### src/rtl/chip_io_pkg.sv
// Shared constants for the chip_io pad wrapper: default widths and the
// tri-state pad-mode encoding used by the GPIO resolution mux.
package chip_io_pkg;

   localparam int GPIO_W_DEF      = 16;
   localparam int SYNC_STAGES_DEF = 2;

   localparam logic PAD_DRIVE    = 1'b0;
   localparam logic PAD_TRISTATE = 1'b1;

endpackage : chip_io_pkg

### src/rtl/chip_io_sync.sv
// io_sync: per-bit multi-flop synchronizer chain with asynchronous
// active-low clear; q is the last stage of each bit's chain.
module io_sync #(
   parameter int WIDTH  = 1,
   parameter int STAGES = 2
) (
   input  logic             clk,
   input  logic             rst_n,
   input  logic [WIDTH-1:0] d,
   output logic [WIDTH-1:0] q
);

   logic [STAGES-1:0][WIDTH-1:0] stage;

   always_ff @(posedge clk or negedge rst_n) begin
      if (!rst_n) begin
         stage <= '0;
      end else begin
         stage[0] <= d;
         for (int s = 1; s < STAGES; s++) begin
            stage[s] <= stage[s-1];
         end
      end
   end

   assign q = stage[STAGES-1];

endmodule : io_sync

### src/rtl/chip_io.sv
// chip_io: pad wrapper that buffers clk, synchronizes the SPI pins and
// resolves the tri-statable GPIO pads from synchronized ts/dr/input values.
module chip_io
   import chip_io_pkg::*;
#(
   parameter int GPIO_W      = GPIO_W_DEF,
   parameter int SYNC_STAGES = SYNC_STAGES_DEF
) (
   input  logic              clk,
   input  logic              rst_n,
   output logic              clk_out,
   input  logic              spi_clk,
   output logic              spi_clk_out,
   input  logic              spi_en,
   output logic              spi_en_out,
   input  logic              miso,
   output logic              miso_out,
   input  logic              mosi,
   output logic              mosi_out,
   output logic [GPIO_W-1:0] gpio_ps,
   input  logic [GPIO_W-1:0] gpio_ts,
   input  logic [GPIO_W-1:0] gpio_dr,
   input  logic [GPIO_W-1:0] gpio_input
);

   logic [GPIO_W-1:0] ts_s;
   logic [GPIO_W-1:0] dr_s;
   logic [GPIO_W-1:0] in_s;

   assign clk_out = clk;

   io_sync #(.WIDTH(1), .STAGES(SYNC_STAGES)) u_sync_spi_clk (
      .clk(clk), .rst_n(rst_n), .d(spi_clk), .q(spi_clk_out)
   );

   io_sync #(.WIDTH(1), .STAGES(SYNC_STAGES)) u_sync_spi_en (
      .clk(clk), .rst_n(rst_n), .d(spi_en), .q(spi_en_out)
   );

   io_sync #(.WIDTH(1), .STAGES(SYNC_STAGES)) u_sync_miso (
      .clk(clk), .rst_n(rst_n), .d(miso), .q(miso_out)
   );

   io_sync #(.WIDTH(1), .STAGES(SYNC_STAGES)) u_sync_mosi (
      .clk(clk), .rst_n(rst_n), .d(mosi), .q(mosi_out)
   );

   // ts, dr and input share one depth so a pad's mode and value stay coherent
   io_sync #(.WIDTH(GPIO_W), .STAGES(SYNC_STAGES)) u_sync_ts (
      .clk(clk), .rst_n(rst_n), .d(gpio_ts), .q(ts_s)
   );

   io_sync #(.WIDTH(GPIO_W), .STAGES(SYNC_STAGES)) u_sync_dr (
      .clk(clk), .rst_n(rst_n), .d(gpio_dr), .q(dr_s)
   );

   io_sync #(.WIDTH(GPIO_W), .STAGES(SYNC_STAGES)) u_sync_in (
      .clk(clk), .rst_n(rst_n), .d(gpio_input), .q(in_s)
   );

   always_comb begin
      gpio_ps = '0;
      for (int i = 0; i < GPIO_W; i++) begin
         gpio_ps[i] = (ts_s[i] == PAD_TRISTATE) ? in_s[i] : dr_s[i];
      end
   end

endmodule : chip_io

### config.mk
export PLATFORM = sky130hd
export DESIGN_NAME = chip_io
export DESIGN_NICKNAME = d
export VERILOG_FILES = /design/src/rtl/chip_io_pkg.sv /design/src/rtl/chip_io_sync.sv /design/src/rtl/chip_io.sv
export SDC_FILE = /design/constraint.sdc
export NUM_CORES = 1
export LEC_CHECK = 0
export CAP_MARGIN = 20
export CELL_PAD_IN_SITES_DETAIL_PLACEMENT = 1
export CELL_PAD_IN_SITES_GLOBAL_PLACEMENT = 2
export CORE_ASPECT_RATIO = 0.5
export CORE_UTILIZATION = 35
export DETAILED_ROUTE_END_ITERATION = 10
export GPL_TIMING_DRIVEN = 0
export PLACE_DENSITY_LB_ADDON = 0.1
export SYNTH_ARGS = -nofsm -noshare
export SYNTH_HDL_FRONTEND = slang
export SYNTH_SLANG_ARGS = --single-unit
### constraint.sdc
create_clock -name clk -period 1.86 [get_ports clk]
set_input_delay 0.465 -clock clk [delete_from_list [all_inputs] [get_ports clk]]
set_output_delay 0.465 -clock clk [all_outputs]
set_load 0.02 [all_outputs]
# [After elaboration in Yosys (flattened, before gate mapping)]
# Cells that the tools add are included.
[op_classes] muxes=16
[ops] op="two-way mux 1 bit" n=16
[totals] ff_bits=104 in_bits=54 output_inout_bits=21 wordCells=30

# [Logic depth before layout (Yosys ltp)]
# Gate-level depths: netlist of run 1.
[logic_depth] word_depth=1 mapped_depth=1 mapped_depth_nobuf=1

# [By module]
# A second synthesis of run 1 with hierarchy kept.
[unflattened] hier_cells=169 area_unflattened_um2=3210.6
[modules_own_cells] module="io_sync (u_sync_dr ...)" instances=3 cells_each=48 area_per_inst_um2=920.9
[modules_own_cells] module="chip_io" instances=1 cells_each=17 area_per_inst_um2=247.7
[modules_own_cells] module="io_sync (u_sync_miso ...)" instances=4 cells_each=2 area_per_inst_um2=50.0

==> flow_metrics.py, run 1 <==
metrics = {
    "routing": {
        "routed_via_density": 3.947,
        "drt_iter0_drc": 38,
        "route.vias.total": 1271,
        "wl_per_cell_microns": 12.73,
        "number_of_remaining_drc_errors": 0,
        "postRouteWirelength_microns": 4100,
        "firstDrtPassIters": 2,
        "detail-route-antenna-nets": 0,
    },
    "critical_path": {
        "critical_path.max_fanout": 2,
        "critical_path_startpoint_category": "clock port",
        "end_kind": "output pin",
        "worstReg2RegEnd": "u_sync_in.q[11]$_DFF_PN0_",
        "path_cells": "clkbuf_16 -> clkbuf_16 -> buf_6",
        "timing.critical_path.slowest_cell_delay_ns": 0.13,
        "cp_slowest_cell": "sky130_fd_sc_hd__clkbuf_16",
        "worst-setup-path-type": "clock port to output pin",
        "arrival_time_of_data_at_the_critical_path_endpoint_ns": 1.30,
        "cpMostUsedCell": "sky130_fd_sc_hd__clkbuf_16",
        "regToRegStartpoint": "u_sync_in.stage[11]$_DFF_PN0_",
        "crit_buf_inv": 3,
        "ff2ff_setup_slack_ns": 1.37,
        "worstSetupPathDepth": 3,
        "timing.reg2reg.worst_path_depth": 0,
        "path_delay_family": "buffers and inverters",
        "cp.required_ns": 1.39,
    },
    "cts": {
        "hold_buffers": 0,
        "clk_pin_slew_worst_paths_ns": 0.06,
        "cts_repair_resize_count": 57,
        "cts_tree": "done",
        "clk_latency_ns": 0.44,
        "post_cts.repair.setup_buffers": 0,
    },
    "timing": {
        "slew_headroom": 0.5955,
        "hold_viol_final": 0,
        "tightestPinTransition_ns": 0.6068,
        "finalWorstPathRequiredPeriod_ns": 1.765,
        "rsz0062_at_grt": "false",
        "fmax_mhz": 572.6,
        "worst_clock_skew_ns": 0.002202,
        "layout_worst_path_cycle_share": 0.9487,
        "setup-tns-final_ns": 0,
        "final-max-slew-violation-count": 0,
        "setup_viol": 0,
    },
    "status": {
        "run_status": "complete, no violations",
    },
    "job": {
        "timing.max_cap.violations": 0,
    },
    "power_and_ir_drop": {
        "power.clock.fraction": 0.452,
        "p_total_w": 0.004910,
        "power_density_nw_per_um2": 1213,
        "total_switching_power_w": 0.0009764,
        "combPwrFrac": 0.057,
        "power.share.sequential": 0.491,
        "internal_power_summed_over_all_cells_w": 0.003934,
        "vdd_drop_max_v": 0.0005725,
        "switching_share": 0.1988,
        "power.leakage_nw": 1.868,
    },
    "cells_and_area": {
        "layout.filler_cells": 712,
        "most_frequent_standard_cell_in_the_layout_excluding_fill_and_tap_cells": "sky130_fd_sc_hd__dfrtp_1",
        "finalNetCount": 263,
        "antenna_cells": 0,
        "area.sequential_sq_um": 2603,
        "final_instance_count_without_filler_cells": 322,
        "fraction_of_layout_instances_using_a_drive_strength_above_1": 0.2477,
        "area_growth_syn_to_layout_pct": 42.05,
        "mostFrequentLayoutCells": "sky130_fd_sc_hd__dfrtp_1 (104), sky130_fd_sc_hd__clkdlybuf4s50_1 (52), sky130_fd_sc_hd__mux2_4 (16), sky130_fd_sc_hd__buf_2 (16), sky130_fd_sc_hd__clkbuf_16 (12)",
        "multi_input_comb_area_sq_um": 240.2,
    },
    "grt": {
        "grt_use_met3": 0.07282,
        "gr-usage-met2": 0.1858,
        "grt_pass1_wl_microns": 6755,
        "maximum_number_of_pins_on_one_net_before_global_route_repair": 57,
        "global_route_met1_usage": 0.1224,
        "gr-usage-all-layers": 0.1168,
        "gr-total-overflow": 0,
        "grt_pass1_vias": 1450,
        "grt.busiest_layer": "met2",
        "antenna_violations_before_repair": 0,
    },
    "die": {
        "core_area_sq_um": 7597,
        "chip_height_microns": 65.81,
        "pin_count": 75,
        "placementRows": 22,
        "design.die.area_sq_um": 8530,
        "chipWidth_microns": 129.6,
        "start_util": 0.3752,
    },
    "synthesis": {
        "synth_seq_area_share": 0.9131,
        "synth.ff_latch_count": 104,
        "netlist_top_cells_area": "sky130_fd_sc_hd__dfrtp_1 (91%), sky130_fd_sc_hd__mux2_4 (8.4%), sky130_fd_sc_hd__buf_4 (0.26%)",
        "synth_fp_nets": 175,
        "avgSynthCellArea_sq_um": 23.56,
        "ys.warnings.count": 0,
        "post_synth_num_cell_types": 3,
        "yosys.area.top_type_share": 0.9131,
        "synth.largest_area_cell": "sky130_fd_sc_hd__dfrtp_1",
        "syn_inst": 121,
        "syn_area_sq_um": 2850,
    },
    "placement": {
        "final_hpwl_from_detailed_placement_microns": 2797,
        "place_inst": 304,
        "global_placement_routability_congestion": 0.6607,
        "port_buffers": 74,
    },
    "hold_path": {
        "worstHoldPathType": "primary input to asynchronous set/reset pin",
    },
}
==> cells by family (layout without fill, tap and decap cells) <==
logic type,count (synthesis),in the layout,share of synthesized area
buf+inv,1,94,0.002635
mux,16,16,0.08428
flops,104,104,0.9131
==> synthesized netlist by cell type, drive strengths merged <==
library cell,n
mux2,16
buf,1
dfrtp,104
==> routing by layer <==
metal	share of wire	vias to the layer above
met5	0	-
met2	0.51	48
li1	-	562
met1	0.39	654
met4	0.011	0
met3	0.085	7
==> final cells by class <==
class,instances,area share
Clock inverter,5,0.01391
Sequential cell,104,0.6428
Timing Repair Buffer,74,0.1693
Tap cell,108,0.03337
Clock buffer,15,0.08127
Multi-Input combinational cell,16,0.05933
==> stage by stage <==
step	utilization	setup WS [ns]	hold WS [ns]	instance area, sq um
global route	0.5329	0.06624	0.07339	4049
global placement	0.4904	-3.119	0.3314	3726
floorplan	-	0.3310	0.1694	2850
detailed placement	0.4937	-0.1567	0.3356	3751
finish	0.5329	0.09542	0.02938	4049
CTS	0.5433	-0.03019	0.04455	4128
==> how the worst max path moves through the flow <==
stage | startpoint | slack [ns] | endpoint
finish | clk | 0.1 | clk_out
global route | u_sync_ts.q[2]$_DFF_PN0_ | 0.07 | gpio_ps[2]
CTS | clk | -0.03 | clk_out
detailed placement | clk | -0.16 | clk_out
global placement | rst_n | -3.12 | u_sync_dr.q[7]$_DFF_PN0_
floorplan | clk | 0.33 | clk_out
==> power groups by stage <==
stage                     registers, W  clock network (W)  logic (W)
after global routing           0.00242            0.00241   0.000305
after floorplan                0.00245          0.0000628  0.0000845
after CTS                      0.00241            0.00232   0.000305
after detailed placement       0.00246           0.000102   0.000316
final                          0.00241            0.00222   0.000280
after global placement         0.00245           0.000102   0.000302
==> registers in the layout, summed over array words and instances, names as in the netlist, 16 cells and up <==
| name | flops |
|---|---|
| u_sync_dr.q | 16 |
| u_sync_ts.stage | 16 |
| u_sync_in.q | 16 |
| u_sync_dr.stage | 16 |
| u_sync_ts.q | 16 |
| u_sync_in.stage | 16 |
No activity file was read; power rests on OpenSTA's default activity.
==> inputs of run 2 (changes only) <==
--- a/config.mk
+++ b/config.mk
@@ -8,7 +8,6 @@
 export CAP_MARGIN = 20
 export CELL_PAD_IN_SITES_DETAIL_PLACEMENT = 1
 export CELL_PAD_IN_SITES_GLOBAL_PLACEMENT = 2
-export CORE_ASPECT_RATIO = 0.5
 export CORE_UTILIZATION = 35
 export DETAILED_ROUTE_END_ITERATION = 10
 export GPL_TIMING_DRIVEN = 0
==> run 2 against run 1 <==
  * Final cell count down 2.2%
  * Sequential power about the same
  * Clock-buffer cell count down 1
  * Non-clock buffer count unchanged
  * Worst setup slack worse by 0.014 ns
  * Sequential share of layout area up 2.8 points
  * Combinational power about the same
  * Utilization down 3.6 points
  * Die area down 0.26%
  * First-iteration DRC count down 50%
  * Largest cell class unchanged
  * Highest routed layer unchanged
==> flow_metrics.py, run 2 (synthesis gave the netlist of run 1 again) <==
metrics = {
    "routing": {
        "route.vias.total": 1287,
        "drt_iter0_drc": 19,
        "number_of_remaining_drc_errors": 0,
        "detail-route-antenna-nets": 0,
        "wl_per_cell_microns": 12.78,
        "postRouteWirelength_microns": 4025,
        "firstDrtPassIters": 2,
        "routed_via_density": 4.086,
    },
    "placement": {
        "port_buffers": 74,
        "place_area_sq_um": 3744,
        "final_hpwl_from_detailed_placement_microns": 2787,
        "global_placement_routability_congestion": 0.6367,
        "preCtsSetupSlack_ns": -0.1567,
    },
    "timing": {
        "setup_viol": 0,
        "slew_headroom": 0.5882,
        "worst_clock_skew_ns": 0.01074,
        "fmax_mhz": 562.1,
        "fin_ws_ns": 0.08101,
        "finalWorstPathRequiredPeriod_ns": 1.779,
        "tightestPinTransition_ns": 0.6177,
        "rsz0062_at_grt": "false",
        "layout_worst_path_cycle_share": 0.9564,
        "final-max-slew-violation-count": 0,
        "setup-tns-final_ns": 0,
        "hold_viol_final": 0,
    },
    "die": {
        "design.die.area_sq_um": 8508,
        "core_area_sq_um": 7807,
        "chipWidth_microns": 92.24,
        "start_util": 0.3651,
        "placementRows": 32,
        "chip_height_microns": 92.24,
        "pin_count": 75,
    },
    "grt": {
        "maximum_number_of_pins_on_one_net_before_global_route_repair": 56,
        "grt_pass1_wl_microns": 6762,
        "gr-usage-all-layers": 0.1111,
        "gr-total-overflow": 0,
        "antenna_violations_before_repair": 0,
        "grt_pass1_vias": 1554,
    },
    "critical_path": {
        "critical_path.max_fanout": 1,
        "end_kind": "output pin",
        "arrival_time_of_data_at_the_critical_path_endpoint_ns": 1.31,
        "cp.required_ns": 1.39,
        "worst-setup-path-type": "flop to output pin",
        "critical_path_startpoint_category": "flop",
    },
    "cells_and_area": {
        "fraction_of_layout_instances_using_a_drive_strength_above_1": 0.2441,
        "area_growth_syn_to_layout_pct": 36.13,
        "finalNetCount": 263,
        "antenna_cells": 0,
        "postLayoutCoreUtil": 0.4970,
        "mostFrequentLayoutCells": "sky130_fd_sc_hd__dfrtp_1 (104), sky130_fd_sc_hd__clkdlybuf4s50_1 (52), sky130_fd_sc_hd__mux2_4 (16), sky130_fd_sc_hd__buf_2 (16), sky130_fd_sc_hd__clkbuf_8 (12)",
        "final_cell_area_sq_um": 3880,
        "most_frequent_standard_cell_in_the_layout_excluding_fill_and_tap_cells": "sky130_fd_sc_hd__dfrtp_1",
    },
    "cts": {
        "clk_pin_slew_worst_paths_ns": 0.10,
        "cts_tree": "done",
        "post_cts.repair.setup_buffers": 0,
        "clk_latency_ns": 0.45,
    },
    "power_and_ir_drop": {
        "vdd_drop_max_v": 0.0007180,
        "power.leakage_nw": 1.764,
        "power_density_nw_per_um2": 1088,
    },
    "job": {
        "timing.max_cap.violations": 0,
    },
    "status": {
        "run_status": "complete, no violations",
    },
    "hold_path": {
        "worstHoldPathType": "primary input to asynchronous set/reset pin",
    },
}
## run 2: changes by cell type in the layout (fill, tap and decap cells not counted), sizes merged
cell / previous run / this run
dlymetal6s2s: 4 / 0
clkinv: 3 / 2
clkbuf: 14 / 13
dlygate4sd2: 0 / 4
clkinvlp: 1 / 2
## run 2: routing by layer
layer / track usage / up-vias / wire length, microns
met1: 0.1192 / 670 / 1528
met2: 0.1810 / 49 / 2138
met3: 0.04478 / 9 / 248
met5: 0 / - / 0
li1: - / 559 / -
met4: 0.07292 / 0 / 110
## run 2: critical path: stages (launching register included)
cell and delay (ns):
sky130_fd_sc_hd__dfrtp_1 0.40, sky130_fd_sc_hd__mux2_4 0.30, sky130_fd_sc_hd__buf_2 0.16
## run 2: per-stage QoR
stage               hold WS [ns]  total power, W  std cells
CTS                      0.02475        0.004310        316
finish                  0.008815        0.004220        315
global placement          0.3315        0.002852        297
global route             0.05358        0.004447        315
detailed placement        0.3357        0.002874        298
floorplan                 0.1694        0.002596        121
## run 2: area by class of cell
cell class              count  area, sq um
well taps                 102        127.6
fillers                   760         3928
flip-flops and latches    104         2603
clock inverters             5        58.81
clock buffers              14        180.2
multi-input cells          16        240.2
repair buffers             74        670.6
## run 2: power breakdown
group	internal, W	switching (W)
Combinational	0.000164	0.000114
Sequential	0.00237	0.0000348
Clock	0.000793	0.000742
## run 2: what timing repair did
| item | 4_1_cts | 5_1_grt |
|---|---|---|
| resized for setup | 72 | 2 |
| hold endpoints to repair | 0 | 0 |
| hold buffers | 0 | 0 |
| endpoints found under the setup margin | 21 | 1 |
## run 2: worst paths after layout
check | startpoint | to | slack, ns | depth (start not counted)
worst min register to register | u_sync_dr.stage[13]$_DFF_PN0_ | u_sync_dr.q[13]$_DFF_PN0_ | 0.35 | 0
worst min-delay path | rst_n | u_sync_ts.stage[9]$_DFF_PN0_ | 0.009 | 1
min in group clk | u_sync_dr.stage[13]$_DFF_PN0_ | u_sync_dr.q[13]$_DFF_PN0_ | 0.35 | 0
worst max-delay path | u_sync_ts.q[13]$_DFF_PN0_ | gpio_ps[13] | 0.08 | 2
worst max register to register | u_sync_in.stage[6]$_DFF_PN0_ | u_sync_in.q[6]$_DFF_PN0_ | 1.35 | 0
max in group asynchronous | rst_n | u_sync_dr.q[1]$_DFF_PN0_ | 1.18 | 2
